==> config.mk <==
export PLATFORM = sky130hd
export DESIGN_NAME = pc_reg_flat
export DESIGN_NICKNAME = d
export VERILOG_FILES = /design/src/rtl/pc_reg_if.sv /design/src/rtl/pc_reg.sv /design/src/flat_wrapper.sv
export SDC_FILE = /design/constraint.sdc
export NUM_CORES = 1
export LEC_CHECK = 0
export ABC_AREA = 1
export BUFFER_PORTS_ARGS = -buffer_cell sky130_fd_sc_hd__buf_2
export CORE_UTILIZATION = 50
export CTS_BUF_LIST = sky130_fd_sc_hd__clkbuf_4
export CTS_CLUSTER_SIZE = 12
export DETAILED_ROUTE_END_ITERATION = 8
export PLACE_DENSITY_LB_ADDON = 0.25
export REMOVE_ABC_BUFFERS = 1
export SETUP_SLACK_MARGIN = 0.02
export SYNTH_ARGS = -nofsm -noshare
export SYNTH_HDL_FRONTEND = slang
export SYNTH_SLANG_ARGS = --single-unit
==> constraint.sdc <==
create_clock -name clk -period 2.1 [get_ports clk]
set_clock_uncertainty 0.2 [all_clocks]
set_input_delay 0.105 -clock clk [delete_from_list [all_inputs] [get_ports clk]]
set_output_delay 0.105 -clock clk [all_outputs]
set_load 0.01 [all_outputs]
==> src/rtl/pc_reg_if.sv <==
// pc_reg_if: fetch-stage control and ROM address bundle between pipeline control and the PC register.
interface pc_reg_if;
  logic [5:0]  stall;
  logic        branch_flag_i;
  logic [31:0] branch_target_address_i;
  logic [31:0] pc;
  logic        ce;
  logic        redirect_pending_o;
  modport master (
    output stall, branch_flag_i, branch_target_address_i,
    input  pc, ce, redirect_pending_o
  );
  modport slave (
    input  stall, branch_flag_i, branch_target_address_i,
    output pc, ce, redirect_pending_o
  );
endinterface

==> src/rtl/pc_reg.sv <==
// pc_reg: fetch program counter with stall hold, branch redirect and a one-entry pending-redirect buffer.
module pc_reg #(
  parameter logic [31:0] RESET_PC = 32'h0000_0000,
  parameter logic [31:0] PC_STEP  = 32'd4
) (
  input  logic     clk,
  input  logic     rst,
  pc_reg_if.slave  bus
);
  typedef enum logic {BOOT, FETCH} state_t;
  state_t      r_state;
  logic [31:0] r_pc;
  logic [31:0] r_tgt;
  logic        r_ce;
  logic        r_pend;
  logic [31:0] w_tgt;
  logic        w_unused;
  assign w_tgt    = {bus.branch_target_address_i[31:2], 2'b00};
  assign w_unused = ^bus.stall[5:1];
  // A branch seen while stalled is parked in r_tgt; the youngest one wins.
  always_ff @(posedge clk or posedge rst) begin
    if (rst) begin
      r_state <= BOOT;
      r_pc    <= RESET_PC;
      r_ce    <= 1'b0;
      r_pend  <= 1'b0;
      r_tgt   <= '0;
    end else if (r_state == BOOT) begin
      r_state <= FETCH;
      r_ce    <= 1'b1;
    end else if (bus.stall[0]) begin
      if (bus.branch_flag_i) begin
        r_tgt  <= w_tgt;
        r_pend <= 1'b1;
      end
    end else if (bus.branch_flag_i) begin
      r_pc   <= w_tgt;
      r_pend <= 1'b0;
    end else if (r_pend) begin
      r_pc   <= r_tgt;
      r_pend <= 1'b0;
    end else begin
      r_pc <= r_pc + PC_STEP;
    end
  end
  assign bus.pc                 = r_pc;
  assign bus.ce                 = r_ce;
  assign bus.redirect_pending_o = r_pend;
endmodule
==> src/flat_wrapper.sv <==
// flat-port wrapper written by rule: the top's interface ports become plain ports
module pc_reg_flat 
#(
  parameter logic [31:0] RESET_PC = 32'h0000_0000,
  parameter logic [31:0] PC_STEP  = 32'd4
)
  (clk, rst, bus_stall, bus_branch_flag_i, bus_branch_target_address_i, bus_pc, bus_ce, bus_redirect_pending_o);
  pc_reg_if bus_i ();
  input  logic clk;
  input  logic rst;
  input wire logic [$bits(bus_i.stall)-1:0] bus_stall;
  input wire logic [$bits(bus_i.branch_flag_i)-1:0] bus_branch_flag_i;
  input wire logic [$bits(bus_i.branch_target_address_i)-1:0] bus_branch_target_address_i;
  output wire logic [$bits(bus_i.pc)-1:0] bus_pc;
  output wire logic [$bits(bus_i.ce)-1:0] bus_ce;
  output wire logic [$bits(bus_i.redirect_pending_o)-1:0] bus_redirect_pending_o;
  assign bus_i.stall = bus_stall;
  assign bus_i.branch_flag_i = bus_branch_flag_i;
  assign bus_i.branch_target_address_i = bus_branch_target_address_i;
  assign bus_pc = bus_i.pc;
  assign bus_ce = bus_i.ce;
  assign bus_redirect_pending_o = bus_i.redirect_pending_o;
  pc_reg #(.RESET_PC(RESET_PC), .PC_STEP(PC_STEP)) u_core (.clk(clk), .rst(rst), .bus(bus_i));
endmodule
==> summary.txt, run 1 <==
Synth
  • Yosys reg bits: 63
  • Leading area contributor after synthesis: dfrtp_1
  • Register area share after synthesis: 0.4074
  • Cells after Synth: approximately 530
  • Top post-synthesis cells by area: dfrtp_1 41%, nand2_1 12%, nor2_1 8.7%
  • Synth top cells by count: 122 x nand2_1, 90 x nor2_1, 65 x a21oi_1
  • Syn_area_per_cell: 7.247 um^2
  • Most frequent cell after synthesis: nand2_1
  • Synth Cell Area: 3870 um^2
  • Post-synth EDFFs: 0
  • Synth Flop Type: dfrtp_1
  • Synth cell types: 32
  • Synth warnings: 0
  • Ys async rst share: 1.000
  • Yosys top cell area share: 0.4074

Timing
  • Least-Margin Pin Slew: around 0.62 ns
  • Slew Viols, Final: 0
  • Unrepaired setup endpoints after global routing: false
  • Final Hold Fails: 0
  • Setup Viol. Count Final: 0
  • Relative slew slack: 0.5896
  • Achievable Freq: 545.0 MHz
  • Tcrit/Tclk final: 0.8737
  • Tmin final: approximately 1.8 ns

Clocking
  • CTS H-tree depth: 3
  • Number of CTS-inserted buffers: 9
  • Clk Latency, worst-skew pair: 0.40 ns
  • Clock-pin slew on the worst setup and hold paths: approximately 0.11 ns
  • CTS root buf: clkbuf_4
  • Max Root-Sink Buffers: 2
  • PostCTS Resize Cnt: 0
  • CTS tree: done
  • CTS sink count: 63

Power
  • Final Total Pwr: 3617 uW
  • Leak pwr: 0.002372 uW
  • Cell Pwr Density: 755.4 nW/um^2
  • Highest ir drop seen on vdd: ~0.38 mV

Worst setup path
  • R2r worst-path depth: 10
  • Crit path required time: 2.19 ns
  • Worst-path maximum fanout: 4
  • Critical Path AT: between 1.5 and 2 ns
  • Critical Path Sink Type: flip-flop
  • Critical Path Start Type: flip-flop
  • WS Path Type: reg -> reg

Place
  • HPWL Detailed: between 6 and 7 mm
  • Port Buffers: 65
  • Dpl cells: 685
  • Gpl congestion: 0.8622

Floorplanning
  • Number of I/O pins: 75
  • Die width: 89.98 um
  • Number of cell rows: 31
  • Core area: between 7000 and 8000 um^2
  • Die ar.: just over 8000 um^2
  • Die Y: about 90 um
  • Initial Util: 0.5251

Global routing
  • First-pass GRT wire length: 16.48 mm
  • GRT Overall Usage: 0.2555
  • Antenna violations before repair: 1
  • Largest net degree at the start of global routing: 58
  • Vias in the first global route: approximately 3.6k
  • GRT overflow: 0

Cells and area
  • Layout cells sized above 1: 0.2192
  • Nets: about 670
  • Area growth syn-to-layout: 23.73%
  • Non-filler instance count after layout: 734

Run status
  • Status: finished clean

Detailed routing
  • Antenna-violating nets left: 0
  • Drt pass-1 iters: 5
  • Routed via count: 3769
  • Wirelength, routed: a little under 10 mm
  • DRC: 0
  • DR WL/cell: 13.44 um
  • Detailed router's first-iteration violation count: 183
  • Vias per cell: 5.135

Job
  • # Max-Cap Violations: 0

Hold path
  • Hold Crit Depth: 5
  • Worst hold path class: in -> reg
power by group:
group          switching, uW  internal (uW)
registers                212           1410
logic                    605            429
clock network            437            521
per-stage QoR:
stage | setup TNS [ns] | setup slack (ns) | hold slack, ns | utilization | instance area, um^2
global route | 0 | 0.09528 | 0.04642 | 0.6497 | 4788
floorplan | -8.014 | -0.3018 | 0.05570 | - | 3769
detailed placement | 0 | 0.2696 | -0.02704 | 0.5842 | 4305
finish | 0 | 0.2652 | 0.02935 | 0.6497 | 4788
global placement | 0 | 0.3275 | -0.03043 | 0.5842 | 4305
CTS | 0 | 0.2545 | 0.01228 | 0.6494 | 4786
logic make-up after synthesis:
group | after synthesis | synth area share
XOR/XNOR | 4 | 0.009054
AO/OA/AOI/OAI | 99 | 0.1400
other | 2 | 0.001941
flip-flops | 63 | 0.4074
AND/OR/NAND/NOR | 274 | 0.3133
adder cells (fa/ha/maj) | 1 | 0.003233
buffers and inverters | 74 | 0.07565
multiplexers | 17 | 0.04947
path summary, 6_finish.rpt:
check | end | slack [ns] | from
max | u_core.bus.pc[20]$_DFFE_PP0P_ | 0.27 | u_core.bus.pc[3]$_DFFE_PP0P_
min in group asynchronous | u_core.r_state$_DFF_PP0_ | 0.08 | rst
min | u_core.r_tgt[7]$_DFFE_PP0P_ | 0.03 | bus_stall[0]
max in group asynchronous | u_core.r_tgt[22]$_DFFE_PP0P_ | 0.87 | rst
max reg2reg | u_core.bus.pc[20]$_DFFE_PP0P_ | 0.27 | u_core.bus.pc[3]$_DFFE_PP0P_
min reg2reg | u_core.bus.ce$_DFFE_PP0N_ | 0.30 | u_core.bus.ce$_DFFE_PP0N_
metal layers:
layer | wire length (um) | vias up | track usage
li1 | - | 1902 | -
met1 | 4511 | 1758 | 0.3260
met2 | 4745 | 96 | 0.4269
met3 | 414 | 13 | 0.04907
met4 | 194 | 0 | 0.1048
met5 | 0 | - | 0
layout by cell type, fill, tap and decap left out, types with 2 or more instances in the layout:
cell           netlist  final
a21oi_1             65     65
a21oi_2              6      6
a22oi_1              6      6
buf_2                6     65
buf_4                2      9
bufinv_16            0      2
clkbuf_4             0     12
clkinv_2             0      2
conb_1               2      3
dfrtp_1             63     63
dlygate4sd3_1        0     32
inv_1               48     47
inv_2                1      2
mux2_2              17     17
nand2_1            122    122
nand2_2              6      6
nand2_4              2      2
nand3_1             34     34
nand3b_1             3      3
nor2_1              90     90
nor2_2               6      6
nor2_4               6      6
nor2_8               2      2
o211ai_1             2      2
o21ai_0             18     18
xnor2_1              3      3
final cells by class:
class,instances,area [um^2]
Multi-Input combinational cell,398,2004
Antenna cell,1,2.502
Fill cell,663,2581
Sequential cell,63,1577
Clock inverter,4,70.07
Inverter,50,187.7
Timing Repair Buffer,107,733.2
Clock buffer,12,90.09
Tap cell,99,123.9
repair_timing:
action | in CTS | in global routing
setup endpoints to repair | 0 | 0
buffers inserted | 0 | 0
endpoints found under the hold margin | 97 | 0
hold buffers | 32 | 0
critical path, stage by stage (launching register included):
cell and delay [ns]:
dfrtp_1 0.42, ha_1 0.21, nand2_1 0.11, nor2_4 0.18, nand3_1 0.18, nor2_1 0.13, nand2_1 0.05, nand2_1 0.07
nand2_1 0.05, nand2_1 0.07, a21oi_2 0.05
Power figures use the tool's default switching activity.
==> inputs of run 2 (changes only) <==
--- a/config.mk
+++ b/config.mk
@@ -5,7 +5,7 @@
 export SDC_FILE = /design/constraint.sdc
 export NUM_CORES = 1
 export LEC_CHECK = 0
-export ABC_AREA = 1
+export ABC_AREA = 0
 export BUFFER_PORTS_ARGS = -buffer_cell sky130_fd_sc_hd__buf_2
 export CORE_UTILIZATION = 50
 export CTS_BUF_LIST = sky130_fd_sc_hd__clkbuf_4
==> constraint.sdc (replaced) <==
create_clock -name clk -period 2.1 [get_ports clk]
set_clock_uncertainty 0.2 [all_clocks]
set_input_delay 0.21 -clock clk [delete_from_list [all_inputs] [get_ports clk]]
set_output_delay 0.21 -clock clk [all_outputs]
set_load 0.01 [all_outputs]
==> run 2 against run 1 <==
Synthesized area decreased by 8.9%. Synthesized cell count decreased by 30%. Final area is 2.7% lower. Sequential share of layout area grew 0.91 points. Wire length down 10%. First-iteration DRC count grew 33%. Flip-flop and latch count did not move. Clock-buffer cell count down 2. Sequential power is essentially flat. Combinational power fell by 4%. Register-to-register slack got worse by 0.14 ns. Hold slack gained 0.015 ns. Critical path type unchanged.
==> summary.txt, run 2 <==
Cells and area
  • Area growth syn-to-layout: 32.15%
  • Post-route cell area: 4659 um^2 (-2.7%)
  • Layout cells sized above 1: 0.3160 (+0.09676)
  • Nets: 537 (-20%)
  • Core Util, Final: 0.6858 (+0.03607)
  • Highest-count cells in the layout ignoring fill and taps: 65 x buf_2, 63 x dfrtp_1, 44 x a21oi_1
  • N_diodes: 0 (-1)
  • FF/Latch Area: 1577 um^2 (unchanged)
  • Area of the multi-input gates: 1798 um^2 (-10%)
  • Most common cell after layout, fill and taps aside: buf_2
  • Fillers: 559 (-16%)

Timing
  • Unrepaired setup endpoints after global routing: true
  • Achievable Freq: 505.4 MHz (-7.3%)
  • Setup Viol. Count Final: 0 (unchanged)
  • Least-Margin Pin Slew: 0.6123 ns (-0.003258 ns)
  • Hold slack: 0.04478 ns (+0.01543 ns)
  • Setup TNS Final: 0 ns (unchanged)
  • Slew Viols, Final: 0 (unchanged)
  • Relative slew slack: 0.5910 (+0.001332)
  • Final Hold Fails: 0 (unchanged)
  • Tcrit/Tclk final: 0.9423 (+0.06856)
  • Tmin final: 1.979 ns (+0.1440 ns)
  • Worst setup margin: 0.1212 ns (-0.1440 ns)

Place
  • Port Buffers: 65 (unchanged)
  • HPWL Detailed: 5.927 mm (-12%)
  • Gpl congestion: 0.8401 (-2.6%)
  • Placed standard-cell area: 4170 um^2 (-3.1%)
  • Pre-CTS setup slack: 0.03368 ns (-0.2359 ns)

Detailed routing
  • Detailed router's first-iteration violation count: 244 (+33%)
  • Vias per cell: 5.539 (+7.9%)
  • Drt pass-1 iters: 6 (+1)
  • DRC: 0 (unchanged)
  • Antenna-violating nets left: 0 (unchanged)
  • Routed via count: 3301 (-12%)
  • DR WL/cell: 14.88 um (+11%)
  • Wirelength, routed: 8.871 mm (-10%)

Hold path
  • Hold Crit Depth: 4 (-1)
  • Hold Crit Start: bus_stall[0]
  • Worst hold path class: in -> reg
  • Hold EP: u_core.bus.redirect_pending_o$_DFFE_PP0P_

Floorplanning
  • Die ar.: 7392 um^2 (-8.7%)
  • Number of I/O pins: 75 (unchanged)
  • Die width: 85.98 um (-4.4%)
  • Initial Util: 0.5190 (-0.006159)
  • Core area: 6794 um^2 (-7.8%)
  • Number of cell rows: 30 (-3.2%)
  • Die Y: 85.98 um (-4.4%)

Worst setup path
  • Slowest-stage cell, CP: dfrtp_1
  • Crit path required time: 2.19 ns (about the same)
  • R2r worst-path depth: 6 (-4)
  • CP bufs+invs: 1 (+1)
  • WS Path Type: reg -> reg
  • Critical Path Sink Type: flip-flop
  • Worst r2r dst: u_core.bus.pc[10]$_DFFE_PP0P_
  • Worst-path cell chain: nand4_4, buf_4, or3_1, nand2_1, nand2_1, a221o_1
  • CP Depth: 6 (-4)
  • Crit-path most repeated cell: nand2_1
  • Top Family by Delay on Critical Path: simple AND/OR/NAND/NOR gates
  • Critical Path AT: 2.06 ns (+0.13 ns)
  • R2r setup slk: 0.12 ns (-0.14 ns)
  • Worst-path maximum fanout: 5 (+1)
  • Critical Path Start Type: flip-flop
  • Slowest stage delay, CP: 0.42 ns (about the same)
  • Launch point of the worst reg-to-reg path: u_core.bus.pc[6]$_DFFE_PP0P_

Synth
  • Leading area contributor after synthesis: dfrtp_1
  • Post-synth EDFFs: 0 (unchanged)
  • Top post-synthesis cells by area: dfrtp_1 45%, mux2_2 9.3%, a21oi_1 6.2%
  • Synth top cells by count: 63 x dfrtp_1, 44 x a21oi_1, 32 x nand2_1
  • Yosys reg bits: 63 (unchanged)
  • Yosys top cell area share: 0.4471 (+0.03975)
  • Most frequent cell after synthesis: dfrtp_1
  • Synth Flop Type: dfrtp_1
  • Synth Cell Area: 3526 um^2 (-8.9%)
  • Register area share after synthesis: 0.4471 (+0.03975)
  • Synth cell types: 51 (+59%)
  • Synth warnings: 0 (unchanged)
  • Cells after Synth: 373 (-30%)
  • Ys async rst share: 1.000 (unchanged)
  • Syn_area_per_cell: 9.453 um^2 (+30%)

Clocking
  • Clock-pin slew on the worst setup and hold paths: 0.11 ns (about the same)
  • Clk Latency, worst-skew pair: 0.41 ns (about the same)
  • Max Root-Sink Buffers: 2 (unchanged)
  • CTS H-tree depth: 3 (unchanged)
  • CTS tree: done
  • CTS sink count: 63 (unchanged)
  • CTS root buf: clkbuf_4
  • Number of CTS-inserted buffers: 9 (unchanged)

Global routing
  • GRT overflow: 0 (unchanged)
  • Antenna violations before repair: 0 (-1)
  • Vias in the first global route: 3114 (-13%)
  • First-pass GRT wire length: 14.82 mm (-10%)
  • Largest net degree at the start of global routing: 64 (+10%)
  • GRT Overall Usage: 0.2569 (+0.001349)

Power
  • Net Switching: 1100 uW (-12%)
  • Sw Share: 0.3248 (-0.02179)
  • Highest ir drop seen on vdd: 0.5215 mV (+37%)
  • Internal Power: 2286 uW (-3.3%)
  • Cell Pwr Density: 726.7 nW/um^2 (-3.8%)
  • Sequential share of power: 0.472 (+0.023)
  • Clk network pwr share: 0.236 (-0.029)
  • Share of total power in combinational logic: 0.292 (+0.006)
  • Leak pwr: 0.002150 uW (-9.4%)

Job
  • # Max-Cap Violations: 0 (unchanged)

Run status
  • Status: finished clean
-- run 2: cell types whose count changed after synthesis, moves of 6 or more --
cell,change
nor3_1,+6
a221o_1,+12
a21oi_1,-21
nand2_2,-6
a21oi_2,-6
o21ai_0,+8
nor2_4,-6
nand2_1,-90
mux2_2,+12
nor2_1,-66
inv_1,-32
and3_1,+9
nor2_2,-6
nand3_1,-27
-- run 2: worst max path at each step --
| stage | start | endpoint | slack (ns) |
|---|---|---|---|
| after floorplan | u_core.r_state$_DFF_PP0_ | u_core.bus.pc[16]$_DFFE_PP0P_ | -0.15 |
| after global placement | u_core.bus.pc[15]$_DFFE_PP0P_ | u_core.bus.pc[26]$_DFFE_PP0P_ | 0.10 |
| after detailed placement | u_core.bus.pc[15]$_DFFE_PP0P_ | u_core.bus.pc[26]$_DFFE_PP0P_ | 0.03 |
| after CTS | u_core.bus.pc[15]$_DFFE_PP0P_ | u_core.bus.pc[20]$_DFFE_PP0P_ | 0.04 |
| after global routing | u_core.bus.pc[2]$_DFFE_PP0P_ | u_core.bus.pc[19]$_DFFE_PP0P_ | 0.01 |
| final | u_core.bus.pc[6]$_DFFE_PP0P_ | u_core.bus.pc[10]$_DFFE_PP0P_ | 0.12 |
-- run 2: cells by family after synthesis --
group	after synthesis	synth area share
AO/OA/AOI/OAI	115	0.2097
XOR/XNOR	9	0.02236
adder cells (fa/ha/maj)	1	0.003548
buffers and inverters	44	0.04968
flip-flops	63	0.4471
multiplexers	32	0.1011
other	2	0.002130
AND/OR/NAND/NOR	107	0.1643
-- run 2: power by group through the flow --
stage	Combinational [uW]	Sequential, uW	Clock, uW
floorplan	440	1690	0
finish	989	1600	798
detailed placement	938	1610	0
global route	1100	1630	870
CTS	988	1590	809
global placement	912	1600	0
-- run 2: what timing repair did --
| action | 4_1_cts | 5_1_grt |
|---|---|---|
| endpoints found under the hold margin | 118 | 0 |
| endpoints found under the setup margin | 1 | 13 |
| setup buffers | 1 | 2 |
| gates cloned | 0 | 0 |
| hold buffers | 32 | 0 |
| pin swaps | 1 | 2 |
| gates resized for setup | 0 | 4 |
-- run 2: layout make-up --
| cell class | count | area share |
|---|---|---|
| clock buffers | 10 | 0.01611 |
| inverters | 16 | 0.01289 |
| flip-flops and latches | 63 | 0.3383 |
| well taps | 96 | 0.02578 |
| clock inverters | 6 | 0.01101 |
| multi-input cells | 267 | 0.3859 |
| repair buffers | 138 | 0.2100 |
-- run 2: per-stage QoR --
step / instances / power, uW
floorplan: 346 / 2132
finish: 596 / 3386
detailed placement: 545 / 2553
CTS: 594 / 3387
global placement: 545 / 2516
global route: 596 / 3594
-- run 2: routing by layer --
metal	GRT usage	vias up	wire (um)
met3	0.04042	11	370
met5	0	-	0
met1	0.3556	1598	4088
met2	0.4004	84	4276
li1	-	1608	-
met4	0.1121	0	136
-- run 2: worst register-to-register path: stages, from the launching register on --
cell     delay [ns]
dfrtp_1        0.42
nand4_4        0.19
buf_4          0.20
or3_1          0.39
nand2_1        0.09
nand2_1        0.06
a221o_1        0.31
==> inputs of run 3 (changes only) <==
==> constraint.sdc (replaced) <==
create_clock -name clk -period 2.32 [get_ports clk]
set_clock_uncertainty 0.2 [all_clocks]
set_input_delay 0.232 -clock clk [delete_from_list [all_inputs] [get_ports clk]]
set_output_delay 0.232 -clock clk [all_outputs]
set_load 0.01 [all_outputs]
==> run 3 against run 2 <==
Cell count fell by 2.9%. Critical path type unchanged. Critical endpoint is now u_core.bus.pc[26]$_DFFE_PP0P_. Largest cell class unchanged. Combinational power fell by 17%. Hold slack improved by 0.028 ns. Maximum frequency fell by 8.1%. First-iteration DRC count fell by 34%. Flip-flop and latch count did not move.
==> summary.txt, run 3 (same netlist as run 2, synthesis figures left out) <==
Run status
  • Status: finished clean

Global routing
  • Largest net degree at the start of global routing: 38 (-41%)
  • First-pass GRT wire length: 14.90 mm (+0.56%)
  • Vias in the first global route: 3137 (+0.74%)
  • GRT overflow: 0 (unchanged)
  • Antenna violations before repair: 0 (unchanged)
  • GRT Overall Usage: 0.2602 (+0.003366)

Power
  • Share of total power in combinational logic: 0.284 (-0.008)
  • Leak pwr: 0.002057 uW (-4.3%)
  • Sw Share: 0.3331 (+0.008286)
  • Final Total Pwr: 2894 uW (-15%)
  • Highest ir drop seen on vdd: 0.4671 mV (-10%)
  • Internal Power: 1930 uW (-16%)
  • Net Switching: 963.9 uW (-12%)
  • Cell Pwr Density: 645.8 nW/um^2 (-11%)
  • Clk network pwr share: 0.211 (-0.025)
  • Sequential share of power: 0.505 (+0.033)

Cells and area
  • Highest-count cells in the layout ignoring fill and taps: 65 x buf_2, 63 x dfrtp_1, 44 x a21oi_1
  • Most common cell after layout, fill and taps aside: buf_2
  • Core Util, Final: 0.6595 (-0.02634)
  • Non-filler instance count after layout: 579 (-2.9%)
  • Area growth syn-to-layout: 27.08%
  • Nets: 522 (-2.8%)
  • Fillers: 579 (+3.6%)
  • N_diodes: 0 (unchanged)
  • Layout cells sized above 1: 0.2899 (-0.02614)

Place
  • Gpl congestion: 0.7990 (-4.9%)
  • Port Buffers: 65 (unchanged)
  • Pre-CTS setup slack: 0.1809 ns (+0.1472 ns)
  • HPWL Detailed: 5.949 mm (+0.39%)
  • Dpl cells: 534 (-2.0%)

Clocking
  • Number of CTS-inserted buffers: 9 (unchanged)
  • Max Root-Sink Buffers: 2 (unchanged)
  • Clk Latency, worst-skew pair: 0.42 ns (about the same)
  • CTS root buf: clkbuf_4
  • CTS H-tree depth: 3 (unchanged)
  • Clock-pin slew on the worst setup and hold paths: 0.10 ns (about the same)
  • CTS tree: done
  • PostCTS Resize Cnt: 0 (unchanged)
  • CTS sink count: 63 (unchanged)

Detailed routing
  • Wirelength, routed: 8.713 mm (-1.8%)
  • DR WL/cell: 15.05 um (+1.1%)
  • Drt pass-1 iters: 6 (unchanged)
  • Vias per cell: 5.560 (+0.38%)
  • Routed via count: 3219 (-2.5%)
  • DRC: 0 (unchanged)
  • Antenna-violating nets left: 0 (unchanged)
  • Detailed router's first-iteration violation count: 161 (-34%)

Timing
  • Setup TNS Final: 0 ns (unchanged)
  • Final Hold Fails: 0 (unchanged)
  • Achievable Freq: 464.4 MHz (-8.1%)
  • Least-Margin Pin Slew: 0.6015 ns (-0.01079 ns)
  • Unrepaired setup endpoints after global routing: false
  • Slew Viols, Final: 0 (unchanged)
  • Setup Viol. Count Final: 0 (unchanged)
  • Tcrit/Tclk final: 0.9282 (-0.01408)
  • Relative slew slack: 0.5982 (+0.007209)
  • Tmin final: 2.153 ns (+0.1746 ns)
  • Worst setup margin: 0.1666 ns (+0.04537 ns)

Hold path
  • Hold Crit Depth: 3 (-1)
  • Hold EP: u_core.bus.redirect_pending_o$_DFFE_PP0P_
  • Worst hold path class: in -> reg
  • Hold Crit Start: bus_branch_flag_i

Floorplanning
  • Core area: 6794 um^2 (unchanged)
  • Number of I/O pins: 75 (unchanged)
  • Number of cell rows: 30 (unchanged)
  • Die ar.: 7392 um^2 (unchanged)
  • Initial Util: 0.5190 (unchanged)
  • Die Y: 85.98 um (unchanged)
  • Die width: 85.98 um (unchanged)

Worst setup path
  • Critical Path Sink Type: flip-flop
  • Worst r2r dst: u_core.bus.pc[26]$_DFFE_PP0P_
  • Launch point of the worst reg-to-reg path: u_core.bus.pc[10]$_DFFE_PP0P_
  • Critical Path Start Type: flip-flop
  • Worst-path maximum fanout: 6 (+1)
  • Critical Path AT: 2.27 ns (+0.21 ns)
  • R2r setup slk: 0.17 ns (+0.05 ns)
  • R2r worst-path depth: 5 (-1)
  • Crit path required time: 2.43 ns (+0.24 ns)
  • WS Path Type: reg -> reg

Job
  • # Max-Cap Violations: 0 (unchanged)
[run 3: stage by stage]
step	area (um^2)	hold WS, ns
3_5_place_dp	4075	0.1095
3_3_place_gp	4075	0.1082
6_report	4481	0.07314
4_1_cts	4481	0.05745
5_1_grt	4481	0.09972
2_1_floorplan	3415	0.1818
[run 3: what timing repair did]
item	CTS	global route
hold endpoints to repair	75	0
buffers inserted	0	0
hold buffers	31	0
[run 3: power groups by stage]
stage | Combinational (uW) | Clock [uW] | Sequential (uW)
CTS | 828 | 626 | 1460
global placement | 765 | 0 | 1470
finish | 822 | 611 | 1460
global route | 921 | 666 | 1490
floorplan | 398 | 0 | 1530
detailed placement | 786 | 0 | 1480
[run 3: final cells by class]
cell class / instances / area (um^2) / share of cell area
clock buffers: 11 / 82.58 / 0.01843
clock inverters: 3 / 12.51 / 0.002793
well taps: 96 / 120.1 / 0.02681
multi-input cells: 267 / 1778 / 0.3968
inverters: 16 / 60.06 / 0.01340
repair buffers: 123 / 850.8 / 0.1899
flip-flops and latches: 63 / 1577 / 0.3519
[run 3: worst max-delay path by stage]
stage                                             start  slack [ns]  cells after the start                             to
after detailed placement   u_core.bus.pc[7]$_DFFE_PP0P_        0.18                      5  u_core.bus.pc[26]$_DFFE_PP0P_
after global routing       u_core.bus.pc[2]$_DFFE_PP0P_        0.02                      6  u_core.bus.pc[26]$_DFFE_PP0P_
after global placement    u_core.bus.pc[10]$_DFFE_PP0P_        0.21                      5  u_core.bus.pc[26]$_DFFE_PP0P_
final                     u_core.bus.pc[10]$_DFFE_PP0P_        0.17                      5  u_core.bus.pc[26]$_DFFE_PP0P_
after CTS                 u_core.bus.pc[10]$_DFFE_PP0P_        0.15                      5  u_core.bus.pc[26]$_DFFE_PP0P_
after floorplan                u_core.r_state$_DFF_PP0_        0.07                      4  u_core.bus.pc[16]$_DFFE_PP0P_
[run 3: worst max-delay path, stage by stage, from the launching register on]
cell     delay (ns)
dfrtp_1        0.46
nand4_2        0.26
nor4_4         0.50
and2_1         0.25
a21oi_1        0.08
a311o_1        0.31
[run 3: per-layer routing]
metal | global-route usage | routed length (um)
met1 | 0.3496 | 4020
met3 | 0.04524 | 391
met5 | 0 | 0
met4 | 0.09545 | 89
met2 | 0.4235 | 4211
